### src/rtl/rs485_pkg.sv
// Shared types and constants for the RS485 loopback checker.
package rs485_pkg;

  typedef enum logic [1:0] {
    StIdle,
    StAlign,
    StCompare,
    StDone
  } state_e;

  localparam int unsigned ERR_W = 6;
  localparam logic [ERR_W-1:0] FIRST_NONE = 6'h3F;
  localparam int unsigned NBITS_DEF = 32;

  // OPB word addresses of the result registers
  localparam logic [4:0] ADDR_STATUS    = 5'h18;
  localparam logic [4:0] ADDR_ERR_CNT   = 5'h19;
  localparam logic [4:0] ADDR_FIRST_ERR = 5'h1A;

endpackage

### src/rtl/rs485_chan_cmp.sv
// One channel of the loopback checker: TX history, delay tap, mismatch count
// and first failing bit index.
module rs485_chan_cmp
  import rs485_pkg::*;
#(
  parameter int unsigned DLY_W = 4
) (
  input  logic             DATACLK,
  input  logic             OPB_RST,
  input  logic             tx_bit,
  input  logic             rx_bit,
  input  logic [DLY_W-1:0] dly,
  input  logic             compare_en,
  input  logic             clear,
  input  logic [ERR_W-1:0] bit_idx,
  output logic [ERR_W-1:0] err_cnt,
  output logic [ERR_W-1:0] first_err
);

  localparam int unsigned HD = 2 ** DLY_W;

  // taps[d] is TX delayed by d cycles; taps[0] is the current sample
  logic [HD-2:0] hist_q;
  logic [HD-1:0] taps;
  logic          mismatch;
  logic [ERR_W-1:0] err_cnt_q;
  logic [ERR_W-1:0] first_err_q;

  assign taps     = {hist_q, tx_bit};
  assign mismatch = rx_bit ^ taps[dly];

  // Free-running TX history, independent of checker state
  always_ff @(posedge DATACLK or posedge OPB_RST) begin
    if (OPB_RST) begin
      hist_q <= '0;
    end else begin
      hist_q <= taps[HD-2:0];
    end
  end

  // Mismatch count and first failing index, cleared at the start of a check
  always_ff @(posedge DATACLK or posedge OPB_RST) begin
    if (OPB_RST) begin
      err_cnt_q   <= '0;
      first_err_q <= FIRST_NONE;
    end else if (clear) begin
      err_cnt_q   <= '0;
      first_err_q <= FIRST_NONE;
    end else if (compare_en && mismatch) begin
      err_cnt_q <= err_cnt_q + ERR_W'(1);
      if (first_err_q == FIRST_NONE) begin
        first_err_q <= bit_idx;
      end
    end
  end

  assign err_cnt   = err_cnt_q;
  assign first_err = first_err_q;

endmodule

### src/rtl/rs485_loop_check.sv
// RS485 loopback checker: aligns returned RX bits against delayed TX bits
// and compares one NBITS-long window per ARM rising edge.
module rs485_loop_check
  import rs485_pkg::*;
#(
  parameter int unsigned NCH   = 4,
  parameter int unsigned NBITS = NBITS_DEF,
  parameter int unsigned DLY_W = 4
) (
  input  logic               DATACLK,
  input  logic               OPB_RST,
  input  logic               ARM,
  input  logic [DLY_W-1:0]   DELAY,
  input  logic [NCH-1:0]     TX_BIT,
  input  logic [NCH-1:0]     RX_BIT,
  output logic               BUSY,
  output logic               DONE,
  output logic               ABORT,
  output logic [NCH-1:0]     PASS,
  output logic [NCH*6-1:0]   ERR_CNT,
  output logic [NCH*6-1:0]   FIRST_ERR
);

  state_e           state_q;
  logic             arm_q;
  logic [DLY_W-1:0] dly_q;
  logic [DLY_W-1:0] align_q;
  logic [ERR_W-1:0] bit_idx_q;
  logic             abort_q;
  logic             rise;
  logic             clear;
  logic             compare_en;
  logic [NCH-1:0]   chan_zero;

  assign rise       = ARM & ~arm_q;
  assign clear      = rise && (state_q == StIdle);
  // ARM low in COMPARE aborts, so that cycle's bit is not counted
  assign compare_en = (state_q == StCompare) && ARM;

  // Checker FSM with edge detect, delay latch, align and bit counters
  always_ff @(posedge DATACLK or posedge OPB_RST) begin
    if (OPB_RST) begin
      state_q   <= StIdle;
      arm_q     <= 1'b0;
      dly_q     <= '0;
      align_q   <= '0;
      bit_idx_q <= '0;
      abort_q   <= 1'b0;
    end else begin
      arm_q <= ARM;
      unique case (state_q)
        StIdle: begin
          if (rise) begin
            dly_q     <= DELAY;
            align_q   <= DELAY - DLY_W'(1);
            bit_idx_q <= '0;
            abort_q   <= 1'b0;
            state_q   <= (DELAY == '0) ? StCompare : StAlign;
          end
        end
        StAlign: begin
          if (!ARM) begin
            abort_q <= 1'b1;
            state_q <= StIdle;
          end else if (align_q == '0) begin
            state_q <= StCompare;
          end else begin
            align_q <= align_q - DLY_W'(1);
          end
        end
        StCompare: begin
          if (!ARM) begin
            abort_q <= 1'b1;
            state_q <= StIdle;
          end else begin
            bit_idx_q <= bit_idx_q + ERR_W'(1);
            if (bit_idx_q == ERR_W'(NBITS - 1)) begin
              state_q <= StDone;
            end
          end
        end
        StDone: begin
          if (!ARM) begin
            state_q <= StIdle;
          end
        end
        default: state_q <= StIdle;
      endcase
    end
  end

  for (genvar k = 0; k < NCH; k++) begin : g_chan
    rs485_chan_cmp #(
      .DLY_W(DLY_W)
    ) u_chan (
      .DATACLK   (DATACLK),
      .OPB_RST   (OPB_RST),
      .tx_bit    (TX_BIT[k]),
      .rx_bit    (RX_BIT[k]),
      .dly       (dly_q),
      .compare_en(compare_en),
      .clear     (clear),
      .bit_idx   (bit_idx_q),
      .err_cnt   (ERR_CNT[6*k +: 6]),
      .first_err (FIRST_ERR[6*k +: 6])
    );
    assign chan_zero[k] = (ERR_CNT[6*k +: 6] == '0);
  end

  // Status decode from registered state
  always_comb begin
    BUSY  = (state_q == StAlign) || (state_q == StCompare);
    DONE  = (state_q == StDone);
    ABORT = abort_q;
    PASS  = DONE ? chan_zero : '0;
  end

endmodule

### config.mk
export PLATFORM = sky130hd
export DESIGN_NAME = rs485_loop_check
export DESIGN_NICKNAME = d
export VERILOG_FILES = /design/src/rtl/rs485_pkg.sv /design/src/rtl/rs485_chan_cmp.sv /design/src/rtl/rs485_loop_check.sv
export SDC_FILE = /design/constraint.sdc
export NUM_CORES = 1
export LEC_CHECK = 0
export CAP_MARGIN = 0
export CORE_MARGIN = 1.5
export CORE_UTILIZATION = 45
export DETAILED_ROUTE_END_ITERATION = 10
export HOLD_SLACK_MARGIN = 0.05
export PLACE_DENSITY = 0.7
export SLEW_MARGIN = 15
export SYNTH_ARGS = -nofsm -noshare
export SYNTH_HDL_FRONTEND = slang
export SYNTH_HIERARCHICAL = 1
export SYNTH_SLANG_ARGS = --single-unit
### constraint.sdc
create_clock -name DATACLK -period 2.95 [get_ports DATACLK]
set_input_delay 0.4425 -clock DATACLK [delete_from_list [all_inputs] [get_ports DATACLK]]
set_output_delay 0.4425 -clock DATACLK [all_outputs]
set_load 0.01 [all_outputs]
==> summary.md <==
| Metric | Value |
|---|---|
| Status | finished, violations left |
| Failing checks | DRC |
| Drt wl/cell | 18.0 um |
| Vias in the first global route | 3,602 |
| DRT antenna net count | 0 |
| Endpoint class of the critical path | output port |
| Final period utilization | 0.959 |
| IO Count | 70 |
| CTS tree | yes |
| Yosys warning total | 6 |
| Die W | 113 um |
| Worst endpoint required time | 2510 ps |
| Die height | 113 um |
| Num rows | 39 |
| Starting Density | 0.467 |
| Inserted Clock Buffers | 17 |
| Worst r2r src | dly_q[3] |
| Worst R2R Setup Slack | 270 ps |
| Crit path DAT | 2390 ps |
| Buf+Inv Stages, Crit Path | 1 |
| Initial antenna violation count | 0 |
| Core area | 11,600 um2 |
| CP Cell Sequence | ha_4 -> or4b_2 -> nor4_1 -> clkdlybuf4s50_1 |
| Crit Path Max Fanout | 4 |
| Post-synthesis sequential area ratio | 0.589 |
| Leakage | 3.02 nW |
| Worst Hold Endpoint | g_chan[2].u_chan/hist_q[9] |
| RePlAce Congestion | 0.822 |
| Syn_nets | 408 |
| H-tree depth | 4 |
| Max cap viols | 0 |
| Placed cells | 598 |
| Critical path's largest stage delay | 590 ps |
| Dpl hpwl | 7640 um |
| Crit path kind | flop to output port |
| Slew Viols, Final | 0 |
| Final nets | 499 |
| EDFF count, synth | 0 |
| Layout Skew | 10.2 ps |
| Hold Crit Depth | 0 |
| Hold/Removal Path Class | flop to flop |
| Final min period | 2830 ps |
| Final hold vios | 0 |
| Final wirelength | 11,300 um |
| Critical path's slowest cell | or4b_2 |
| Avg Inst Size Synth | 14.1 um2 |
| Cts hold-fix bufs | 0 |
| Area of the die | 12,700 um2 |
| DR vias | 3,560 |
| DR DRC count | 8 |
| N_diodes | 0 |
| Relative slew margins | 0.423 |
| Peak supply drop | 0.429 mV |
| Drt pass-1 iters | 9 |
| Via density | 5.65 |
| Netlist Area Pre-Place | 5400 um2 |
| Root Buffer | clkbuf_16 |
| Total grt overflow | 0 |
| Commonest register cell after synthesis | dfrtp_1 |
| Yosys reg bits | 126 |
| Worst Reg-to-Reg Cells | 5 |
| Hold Crit Start | g_chan[2].u_chan/hist_q[8] |
| Top delay family on crit path | simple AND/OR/NAND/NOR gates |
| GRT Resource Usage Total | 0.190 |
| Post-CTS Setup Bufs | 0 |
| Final TNS setup | 0 ps |
| Mapped Cells | 383 |
| Area delta synth->final | 29.4% |
| Drt initial violations | 201 |
| Max Buffers Root-to-Sink | 2 |
| Synth cell types | 49 |
| Layout cell share with drive strength beyond 1 | 0.199 |
| Worst-Skew Late Latency | 400 ps |
| Startpoint types | flop |
| Measured slew at the worst slew-check pin | 864 ps |
| RR Endpoint | g_chan[3].u_chan/err_cnt[4] |
| Final non-filler cell total | 630 |
| RSZ-0062 raised after global routing | false |
| Port buffer count | 69 |
| Largest net degree at the start of global routing | 65 |
| Fmax | 354 MHz |
| Pwr/cell area | 935 nW/um2 |
| # fillers | 870 |
| FFs w/ async S/R, synth | 1.00 |
| Setup violations, final | 0 |
| Global-route wire length before repair | 18,700 um |
| CTS Sinks | 126 |
| Clock transition at path regs | 60 ps |
## flip-flops by register name (all words and copies together), names as in the netlist
name	count
bit_idx_q	6
align_q	4
g_chan.u_chan/first_err	24
ABORT	1
dly_q	4
g_chan.u_chan/hist_q	60
arm_q	1
state_q	2
g_chan.u_chan/err_cnt	24
## kinds of logic (layout without fill, tap and decap cells)
| group | count (synthesis) | after routing | share of synthesized area |
|---|---|---|---|
| and+or+nand+nor | 112 | 112 | 0.110 |
| AOI/OAI and AO/OA | 65 | 65 | 0.0966 |
| muxes | 47 | 47 | 0.157 |
| adders and majority gates | 10 | 10 | 0.0232 |
| buffers and inverters | 17 | 121 | 0.0139 |
| DFF | 126 | 126 | 0.589 |
| xor gates and xnor gates | 6 | 6 | 0.00973 |
## metrics by stage
stage	instance area [um2]	total power, W	setup WS, ps	utilization	hold WS [ps]
2_1_floorplan	5400	0.00363	276	-	346
3_3_place_gp	6330	0.00426	145	0.548	351
3_5_place_dp	6330	0.00433	98.4	0.548	355
4_1_cts	6980	0.00657	25.2	0.603	368
5_1_grt	6990	0.00686	26.7	0.604	376
6_report	6990	0.00653	122	0.604	365
## cell usage after synthesis (2+ instances only)
library cell  count  area [um2]
a21bo_2           5        50.1
a21oi_1          14        70.1
a22o_1            2        17.5
a31o_2            4        35.0
and3_1            6        37.5
clkbuf_1          5        18.8
dfrtp_1         102        2550
dfstp_2          24         631
ha_1             10         125
inv_1            10        37.5
mux2_1            8        90.1
mux2_2            7        78.8
mux2i_1           8        80.1
mux2i_4           4        90.1
mux4_1           16         420
mux4_2            4        90.1
nand2_1          17        63.8
nand2b_1         10        62.6
nand3_1           8        40.0
nand3b_1          5        37.5
nand4_1           8        50.1
nand4b_1          4        35.0
nor2_1           33         124
nor2b_1           9        56.3
nor4_1            5        31.3
o21ai_0           4        20.0
o22a_1           24         210
or4b_2            2        20.0
xnor2_1           5        43.8
## where the power goes
part | switching, W | total [W] | internal (W)
logic | 0.000846 | 0.00194 | 0.00109
clock network | 0.000759 | 0.00222 | 0.00146
registers | 0.000307 | 0.00237 | 0.00207
total | 0.00191 | 0.00653 | 0.00462
## cells in the final DEF, fill, tap and decap left out, types with 5 or more instances in the layout
master,netlist,final
nand4_1,8,8
o22a_1,24,24
clkdlybuf4s50_1,0,68
nand2_1,17,17
nand3_1,8,8
mux2_2,7,7
mux2_1,8,8
ha_1,10,9
dfstp_2,24,24
nor4_1,5,5
buf_4,1,8
a21bo_2,5,5
a21oi_1,14,14
xnor2_1,5,5
mux2i_1,8,8
clkbuf_16,0,17
nand3b_1,5,5
and3_1,6,6
dfrtp_1,102,102
nor2b_1,9,9
nor2_1,33,33
inv_1,10,10
nand2b_1,10,10
mux4_1,16,16
## timing repair
action,in CTS,in global routing
gates cloned,0,0
setup endpoints to repair,1,2
endpoints found under the hold margin,0,0
gates resized for setup,1,2
## worst max-delay path by stage
stage,depth (start not counted),to,startpoint
after floorplan,5,g_chan[1].u_chan/err_cnt[5],dly_q[2]
after global placement,6,g_chan[2].u_chan/err_cnt[5],TX_BIT[2]
after detailed placement,6,g_chan[3].u_chan/err_cnt[5],TX_BIT[3]
after CTS,4,PASS[1],state_q[1]
after global routing,4,PASS[2],state_q[0]
final,4,PASS[2],state_q[0]
## metal layers
metal	vias to the layer above	GRT usage	wire length [um]
met1	1837	0.266	5260
li1	1633	-	-
met2	75	0.295	5500
met5	-	0	0
met3	15	0.0405	339
met4	0	0.0684	208
## area by class of cell
type	count	area, um2	share of cell area
Sequential cell	126	3180	0.455
Multi-Input combinational cell	240	2160	0.308
Timing Repair Buffer	79	793	0.113
Clock buffer	19	453	0.0648
Clock inverter	13	188	0.0269
Tap cell	143	179	0.0256
Inverter	10	37.5	0.00537
(Power assumes the default switching activity.)
